## src/rtl/imu_ptch_intf.sv

```systemverilog
// IMU pitch front end: configures the IMU over SPI, then reads pitch rate and Z accel per data-ready and fuses a pitch estimate.
// Latency 3 sync cycles + 4 SPI reads + 1; each SPI step waits on done, no other backpressure.
module imu_ptch_intf #(
  parameter int          INIT_BITS      = 16,
  parameter logic [15:0] PTCH_RT_OFFSET = 16'h0050,
  parameter logic [15:0] AZ_OFFSET      = 16'h00A0
) (
  input  logic               clk,
  input  logic               rst_n,
  input  logic               INT,
  input  logic               done,
  input  logic [15:0]        resp,
  output logic               wrt,
  output logic [15:0]        cmd,
  output logic signed [15:0] ptch_rt,
  output logic signed [15:0] ptch,
  output logic               vld
);

  typedef enum logic [3:0] {
    INIT, CFG1, CFG2, CFG3, WAIT_INT, RD_RTL, RD_RTH, RD_AZL, RD_AZH, UPDATE
  } state_t;

  state_t                 state_q, state_d;
  logic [INIT_BITS-1:0]   timer_q, timer_d, timer_nxt;
  logic                   timer_full;
  logic                   int_ff1_q, int_ff2_q, int_ff3_q, int_rise;
  logic                   wrt_q, wrt_d;
  logic [15:0]            cmd_q, cmd_d;
  logic [7:0]             rate_lo_q, rate_lo_d, rate_hi_q, rate_hi_d;
  logic [7:0]             az_lo_q, az_lo_d, az_hi_q, az_hi_d;
  logic [15:0]            ptch_rt_q, ptch_rt_d;
  logic [26:0]            ptch_int_q, ptch_int_d;
  logic signed [15:0]     az_comp, ptch_acc, ptch_cur;
  logic signed [25:0]     prod;
  logic [26:0]            fusion;
  logic                   unused_bits;

  assign int_rise   = int_ff2_q & ~int_ff3_q;
  assign timer_nxt  = timer_q + INIT_BITS'(1);
  // wrt is registered, so it fires on the edge that makes the timer all-ones
  assign timer_full = &timer_nxt;

  assign az_comp  = {az_hi_q, az_lo_q} - AZ_OFFSET;
  assign prod     = az_comp * 26'sd327;
  assign ptch_acc = {{3{prod[25]}}, prod[25:13]};
  assign ptch_cur = ptch_int_q[26:11];
  assign fusion   = (ptch_acc > ptch_cur) ? 27'd1024 : -27'd1024;

  assign unused_bits = ^{resp[15:8], prod[12:0]};

  always_ff @(posedge clk or negedge rst_n) begin
    if (!rst_n) state_q <= INIT;
    else        state_q <= state_d;
  end

  always_comb begin
    state_d = state_q;
    case (state_q)
      INIT:     if (timer_full) state_d = CFG1;
      CFG1:     if (done)       state_d = CFG2;
      CFG2:     if (done)       state_d = CFG3;
      CFG3:     if (done)       state_d = WAIT_INT;
      WAIT_INT: if (int_rise)   state_d = RD_RTL;
      RD_RTL:   if (done)       state_d = RD_RTH;
      RD_RTH:   if (done)       state_d = RD_AZL;
      RD_AZL:   if (done)       state_d = RD_AZH;
      RD_AZH:   if (done)       state_d = UPDATE;
      UPDATE:                   state_d = WAIT_INT;
      default:                  state_d = INIT;
    endcase
  end

  always_comb begin
    wrt_d      = 1'b0;
    cmd_d      = cmd_q;
    timer_d    = timer_q;
    rate_lo_d  = rate_lo_q;
    rate_hi_d  = rate_hi_q;
    az_lo_d    = az_lo_q;
    az_hi_d    = az_hi_q;
    ptch_rt_d  = ptch_rt_q;
    ptch_int_d = ptch_int_q;
    vld        = 1'b0;
    case (state_q)
      INIT: begin
        timer_d = timer_nxt;
        if (timer_full) begin wrt_d = 1'b1; cmd_d = 16'h0D02; end
      end
      CFG1:     if (done)     begin wrt_d = 1'b1; cmd_d = 16'h1053; end
      CFG2:     if (done)     begin wrt_d = 1'b1; cmd_d = 16'h1150; end
      CFG3:     if (done)     begin wrt_d = 1'b1; cmd_d = 16'h1460; end
      WAIT_INT: if (int_rise) begin wrt_d = 1'b1; cmd_d = 16'hA200; end
      RD_RTL: if (done) begin
        rate_lo_d = resp[7:0]; wrt_d = 1'b1; cmd_d = 16'hA300;
      end
      RD_RTH: if (done) begin
        rate_hi_d = resp[7:0]; wrt_d = 1'b1; cmd_d = 16'hAC00;
      end
      RD_AZL: if (done) begin
        az_lo_d = resp[7:0]; wrt_d = 1'b1; cmd_d = 16'hAD00;
      end
      RD_AZH: if (done) begin
        az_hi_d   = resp[7:0];
        ptch_rt_d = {rate_hi_q, rate_lo_q} - PTCH_RT_OFFSET;
      end
      UPDATE: begin
        vld = 1'b1;
        // integrate the rate, then nudge toward the accelerometer tilt
        ptch_int_d = ptch_int_q - {{11{ptch_rt_q[15]}}, ptch_rt_q} + fusion;
      end
      default: ;
    endcase
  end

  always_ff @(posedge clk or negedge rst_n) begin
    if (!rst_n) begin
      int_ff1_q  <= 1'b0;
      int_ff2_q  <= 1'b0;
      int_ff3_q  <= 1'b0;
      timer_q    <= '0;
      wrt_q      <= 1'b0;
      cmd_q      <= 16'h0000;
      rate_lo_q  <= 8'h00;
      rate_hi_q  <= 8'h00;
      az_lo_q    <= 8'h00;
      az_hi_q    <= 8'h00;
      ptch_rt_q  <= 16'h0000;
      ptch_int_q <= 27'd0;
    end else begin
      int_ff1_q  <= INT;
      int_ff2_q  <= int_ff1_q;
      int_ff3_q  <= int_ff2_q;
      timer_q    <= timer_d;
      wrt_q      <= wrt_d;
      cmd_q      <= cmd_d;
      rate_lo_q  <= rate_lo_d;
      rate_hi_q  <= rate_hi_d;
      az_lo_q    <= az_lo_d;
      az_hi_q    <= az_hi_d;
      ptch_rt_q  <= ptch_rt_d;
      ptch_int_q <= ptch_int_d;
    end
  end

  assign wrt     = wrt_q;
  assign cmd     = cmd_q;
  assign ptch_rt = ptch_rt_q;
  assign ptch    = ptch_cur;

endmodule

```

## config.mk

```make
export PLATFORM = sky130hd
export DESIGN_NAME = imu_ptch_intf
export DESIGN_NICKNAME = d
export VERILOG_FILES = /design/src/rtl/imu_ptch_intf.sv
export SDC_FILE = /design/constraint.sdc
export NUM_CORES = 1
export LEC_CHECK = 0
export BUFFER_PORTS_ARGS = -buffer_cell sky130_fd_sc_hd__buf_4
export CORE_UTILIZATION = 45
export CTS_CLUSTER_DIAMETER = 150
export DETAILED_ROUTE_END_ITERATION = 10
export SYNTH_ARGS = -nofsm -noshare
export SYNTH_HDL_FRONTEND = slang
export SYNTH_SLANG_ARGS = --single-unit
export TNS_END_PERCENT = 1
```

## constraint.sdc

```tcl
create_clock -name clk -period 9.2 [get_ports clk]
set_clock_uncertainty 0.1 [all_clocks]
set_input_delay 0.46 -clock clk [delete_from_list [all_inputs] [get_ports clk]]
set_output_delay 0.46 -clock clk [all_outputs]
set_load 0.005 [all_outputs]
```

==> results of run 1 <==
## registers in the layout, summed over array words and instances (netlist names), 8 cells and up
signal,flops
rate_hi_q,8
timer_q,16
az_hi_q,8
az_lo_q,8
cmd,10
ptch_rt,16
ptch_int_q,27
rate_lo_q,8
## layer usage
layer / wire length, µm / part of all wire / global-route usage / up-vias
met5: 0 / 0 / 0 / -
met4: 142 / 0.0069 / 0.0296 / 0
met3: 452 / 0.022 / 0.0300 / 14
met2: 10300 / 0.51 / 0.341 / 64
met1: 9520 / 0.47 / 0.254 / 3435
li1: - / - / - / 3634
## power groups by stage
stage	Combinational [mW]	Clock (mW)	Sequential (mW)
2_1_floorplan	0.00320	0	0.490
5_1_grt	0.0216	0.427	0.480
3_3_place_gp	0.0197	0	0.489
6_report	0.0185	0.396	0.480
4_1_cts	0.0196	0.408	0.480
3_5_place_dp	0.0196	0	0.489
## cells by family after synthesis
| kind of cell | count (synthesis) |
|---|---|
| xor+xnor | 83 |
| simple gates | 227 |
| other cells | 1 |
| buf+inv | 203 |
| compound gates | 167 |
| mux | 45 |
| flops | 109 |
| fa+ha+maj | 188 |
## area by class of cell
cell class	instances	area [µm²]
Multi-Input combinational cell	714	6720
Clock inverter	6	68.8
Timing Repair Buffer	137	1050
Fill cell	1885	9400
Tap cell	275	344
Clock buffer	10	239
Inverter	161	608
Sequential cell	109	2730
## timing repair
item | 4_1_cts | 5_1_grt
buffers inserted | 1 | 7
pin swaps | 2 | 61
endpoints found under the setup margin | 7 | 13
resized for setup | 6 | 95
## worst register-to-register path: cells and delay by family, from the launching register on
family	cells	cell delay, ns
buf+inv	9	1.04
flops	1	0.41
fa+ha+maj	9	3.21
simple gates	7	1.48
compound gates	10	2.17
xor+xnor	2	0.35
## layout by cell type (no fill, tap or decap), types with 10 or more instances in the layout
cell | synthesis | final
fa_1 | 57 | 54
nor2_1 | 43 | 40
inv_2 | 0 | 12
o21ai_0 | 54 | 46
nand2_1 | 87 | 86
mux2_2 | 38 | 38
buf_4 | 25 | 131
dfrtp_1 | 109 | 109
nand3_1 | 15 | 11
o21ai_1 | 7 | 11
xor2_1 | 36 | 34
a21oi_1 | 32 | 22
nor3_1 | 15 | 10
a21o_1 | 20 | 20
inv_1 | 161 | 148
ha_1 | 131 | 110
ha_4 | 0 | 20
xnor2_1 | 46 | 44
nand4_1 | 13 | 13
## stage by stage
step | hold WS (ns) | power, mW | instances | util
after floorplan | 0.0644 | 0.493 | 1026 | -
after global placement | 0.235 | 0.509 | 1388 | 0.514
after detailed placement | 0.235 | 0.509 | 1388 | 0.514
after CTS | 0.0189 | 0.907 | 1405 | 0.530
after global routing | 0.0531 | 0.929 | 1412 | 0.556
final | 0.00581 | 0.894 | 1412 | 0.556
## cells in the mapped netlist, types with 6 or more instances
cell type	instances	area, µm²
dfrtp_1	109	2730
mux2_2	38	428
clkbuf_1	16	60.1
fa_1	57	1140
xnor2_1	46	403
nor3_1	15	75.1
nor4_1	8	50.1
nand2_1	87	327
o21ai_1	7	35.0
a21o_1	20	150
buf_4	25	188
a211oi_1	6	45.0
nand4_1	13	81.3
a21oi_1	32	160
nor2_1	43	161
ha_1	131	1640
and3_1	7	43.8
nand3_1	15	75.1
a31oi_1	8	50.1
inv_1	161	604
o21ai_0	54	270
o21a_1	8	60.1
nor2b_1	10	62.6
nand2b_1	7	43.8
xor2_1	36	315
## path summary, 6_finish.rpt
check	start	to	slack (ns)
hold / removal	rst_n	ptch_int_q[13]$_DFFE_PN0P_	0.006
setup reg to reg	az_lo_q[6]$_DFFE_PN0P_	ptch_int_q[24]$_DFFE_PN0P_	0.32
setup / recovery	az_lo_q[6]$_DFFE_PN0P_	ptch_int_q[24]$_DFFE_PN0P_	0.32
hold reg to reg	int_ff1_q$_DFF_PN0_	int_ff2_q$_DFF_PN0_	0.25
min in group clk	INT	int_ff1_q$_DFF_PN0_	0.10
max in group asynchronous	rst_n	rate_lo_q[1]$_DFFE_PN0P_	7.74
==> metrics, run 1 <==
status=completed; adder-cell share of the synthesized area=0.285; Int Power=0.683 mW; initial antenna violation count=0; synth unique cells=63; CTS H-Tree Depth=3; gr usage total=0.193; largest delay contributor family on the critical path=adder cells; Synth Area in Simple Gates=0.112; Worst EP arrival=9.03 ns; P_leak=5.91 nW; per-cell routed wire length=14.5 µm; Slew headroom=0.225; min-delay worst type=in -> async; critical path's slowest cell=fa_1; largest net degree at the start of global routing=69; CTS max path bufs=2; pwr/cell area=76.0 nW/µm²; total of max-cap violations=0; RSZ-0062 raised after global routing=yes; Synth Area in XOR/XNOR=0.0752; DP HPWL=15.9 mm; mapped cell area=9770 µm²; Place WS=-0.229 ns; syn_area_per_cell=9.55 µm²; VDD IR max=0.0000873 V; Synth Instances=1023; Residual DRC=0; clock power share=0.443; largest family of logic cells by synthesized area=adder cells; antenna cells=0; CTS clk-pin slew, worst paths=0.08 ns; final setup violation count=0; Gate power share=0.021; Flop pwr share=0.537; vias in the first global route=7130; grt ovf=0; Post-DP Area=10900 µm²; max incr delay on CP=0.54 ns; vias per std cell=5.06; Layout area overhead=20.4%; clk root buf=clkbuf_16; Compound-Gate Fraction of Synth Area=0.107; R2R depth=37; Post-Route WL=20.4 mm; nets=1340; cell depth of the worst setup path=37; number of routed nets with antenna violations=0; port bufs=57; Final Max Slew Viols=0; Vias=7147; Top Ports=70; Final Cycle Share=0.965; crit-path max FO=8; Initial DRC Count=249; Net Sw Frac=0.236; ys async rst share=1.00; first-pass GRT wire length=34.3 mm; Yosys reg bits=109; die height=149 µm; min Tclk post-route=8.88 ns; CTS Sinks=109; final worst slack=0.322 ns; Worst-Skew Late Latency=0.36 ns; Critical Path RT=9.36 ns; NetSw=0.211 mW; Design Area, Final=11800 µm²; post-synthesis sequential area ratio=0.279; TritonCTS clock tree=built; Worst-Margin Slew=1.16 ns; Die Width=149 µm; critical path type=reg -> reg; Max Clk Rate=0.113 GHz; Synthesis Warnings=0; drt pass-1 iters=4; Initial Util=0.462; critical path capture point type=flip-flop; # rows=53; Post-synth EDFFs=0; die area=22300 µm²; CP Launch Type=flip-flop; mux contribution to synthesized area=0.0535; Final Hold Viols=0; Core ar.=21200 µm²; CTS Buf Count=9; cts hold-fix bufs=0; Final TNS setup=0 ns; Synth Flop Type=dfrtp_1; gpl congestion=0.828; Crit path buffers/inverters=9; layout cells sized above 1=0.252
Note: power is estimated with default switching activity, not from simulation.
==> inputs of run 2 (changes only) <==
Settings changed: HOLD_SLACK_MARGIN from default to 0.03.
==> metrics, run 2 (same netlist as run 1, synthesis figures left out) <==
grt ovf=0 (unchanged); Worst-Skew Late Latency=0.36 ns (about the same); initial antenna violation count=0 (unchanged); clk root buf=clkbuf_16; Initial DRC Count=231 (-7.2%); Gate power share=0.021 (about the same); DP HPWL=15.9 mm (unchanged); Initial Util=0.462 (unchanged); CTS Sinks=109 (unchanged); vias per std cell=5.05 (-0.25%); Int Power=0.684 mW (about the same); CTS H-Tree Depth=3 (unchanged); Vias=7134 (-0.18%); largest net degree at the start of global routing=69 (unchanged); Layout area overhead=20.5% (about the same); status=completed; pwr/cell area=76.0 nW/µm² (-0.10%); VDD IR max=0.0000865 V (-0.97%); Final Max Slew Viols=0 (unchanged); CTS max path bufs=2 (unchanged); vias in the first global route=7130 (unchanged); P_leak=5.92 nW (about the same); port bufs=57 (unchanged); clock power share=0.442 (about the same); drt pass-1 iters=4 (unchanged); min Tclk post-route=8.88 ns (+0.00183 ns); commonest non-fill, non-tap cell in the layout=inv_1; Final Cycle Share=0.965 (about the same); CP dominant cell by count=ha_4; # rows=53 (unchanged); critical path's slowest cell=fa_1; Util after Layout=0.556 (about the same); TritonCTS clock tree=built; Top reg by flops=ptch_int_q; Net Sw Frac=0.235 (-0.000477); number of routed nets with antenna violations=0 (unchanged); max reg flops=27 (unchanged); gr usage total=0.193 (unchanged); Post-DP Area=10900 µm² (unchanged); most frequent cells in the layout=148 x inv_1, 131 x buf_4, 110 x ha_1, 109 x dfrtp_1, 86 x nand2_1; crit-path max FO=8 (unchanged); Top Ports=70 (unchanged); Worst EP arrival=9.04 ns (about the same); per-cell routed wire length=14.4 µm (-0.22%); Critical Path RT=9.36 ns (about the same); final setup violation count=0 (unchanged); Final Hold Viols=0 (unchanged); CP Launch Type=flip-flop; gpl congestion=0.828 (unchanged); Core ar.=21200 µm² (unchanged); die area=22300 µm² (unchanged); Max Clk Rate=0.113 GHz (about the same); Residual DRC=0 (unchanged); first-pass GRT wire length=34.3 mm (unchanged); Design Area, Final=11800 µm² (about the same); die height=149 µm (unchanged); layout cells sized above 1=0.251 (about the same); nets=1341 (+0.075%); Post-Route WL=20.4 mm (-0.15%); Flop pwr share=0.537 (about the same); Slew headroom=0.221 (-0.00436); Die Width=149 µm (unchanged); min-delay worst type=in -> reg; critical path type=reg -> reg; total of max-cap violations=0 (unchanged); Hold Slack=0.103 ns (+0.0973 ns); max incr delay on CP=0.54 ns (about the same); RSZ-0062 raised after global routing=yes; antenna cells=0 (unchanged); NetSw=0.210 mW (-0.22%); Worst-Margin Slew=1.17 ns (+0.00653 ns); CTS Buf Count=9 (unchanged); fillers=1884 (-0.053%); critical path capture point type=flip-flop; CTS clk-pin slew, worst paths=0.08 ns (about the same)
run 2: cell count changes in the layout (fill, tap and decap cells not counted), sizes merged:
| cell | change |
|---|---|
| dlygate4sd3 | +1 |
run 2: power groups by stage:
stage / logic (mW) / clock network, mW / registers [mW]
detailed placement: 0.0196 / 0 / 0.489
global route: 0.0219 / 0.427 / 0.480
floorplan: 0.00320 / 0 / 0.490
finish: 0.0189 / 0.395 / 0.480
CTS: 0.0199 / 0.408 / 0.480
global placement: 0.0197 / 0 / 0.489
run 2: metal layers:
layer	vias to the layer above	part of all wire	global-route usage
li1	3631	-	-
met1	3432	0.47	0.254
met2	61	0.51	0.341
met3	10	0.020	0.0300
met4	0	0.0053	0.0296
met5	-	0	0
run 2: path summary, 6_finish.rpt:
path	start	to	slack (ns)	cells after the start
max	az_lo_q[6]$_DFFE_PN0P_	ptch_int_q[24]$_DFFE_PN0P_	0.32	38
max reg2reg	az_lo_q[6]$_DFFE_PN0P_	ptch_int_q[24]$_DFFE_PN0P_	0.32	38
min reg2reg	int_ff1_q$_DFF_PN0_	int_ff2_q$_DFF_PN0_	0.25	0
min	INT	int_ff1_q$_DFF_PN0_	0.10	1
min in group asynchronous	rst_n	ptch_int_q[13]$_DFFE_PN0P_	0.55	2
max in group asynchronous	rst_n	timer_q[5]$_DFFE_PN0P_	7.19	3
run 2: cell type report:
type	count	area [µm²]	share of cell area
clock buffers	10	239	0.0203
clock inverters	6	68.8	0.00585
inverters	161	608	0.0517
multi-input cells	714	6720	0.571
flip-flops and latches	109	2730	0.232
well taps	275	344	0.0292
repair buffers	138	1060	0.0902
run 2: metrics by stage:
step	setup slack, ns	instances	TNS (ns)	total power [mW]
2_1_floorplan	0.0138	1026	0	0.493
3_3_place_gp	-0.144	1388	-0.428	0.509
3_5_place_dp	-0.229	1388	-0.813	0.509
4_1_cts	0.00955	1406	0	0.907
5_1_grt	-0.127	1413	-0.514	0.929
6_report	0.320	1413	0	0.894
run 2: what timing repair did:
| action | 4_1_cts | 5_1_grt |
|---|---|---|
| setup buffers | 1 | 7 |
| pin swaps | 2 | 61 |
| hold buffers | 1 | 0 |
| hold endpoints to repair | 39 | 0 |
| cloned | 0 | 0 |
| setup endpoints to repair | 7 | 13 |
| resized for setup | 6 | 95 |
run 2: critical path: cells and delay by family (launching register included):
kind	cells	cell delay, ns
buf+inv	9	1.05
xor+xnor	1	0.21
compound gates	11	2.29
simple gates	8	1.52
fa+ha+maj	9	3.18
flops	1	0.41
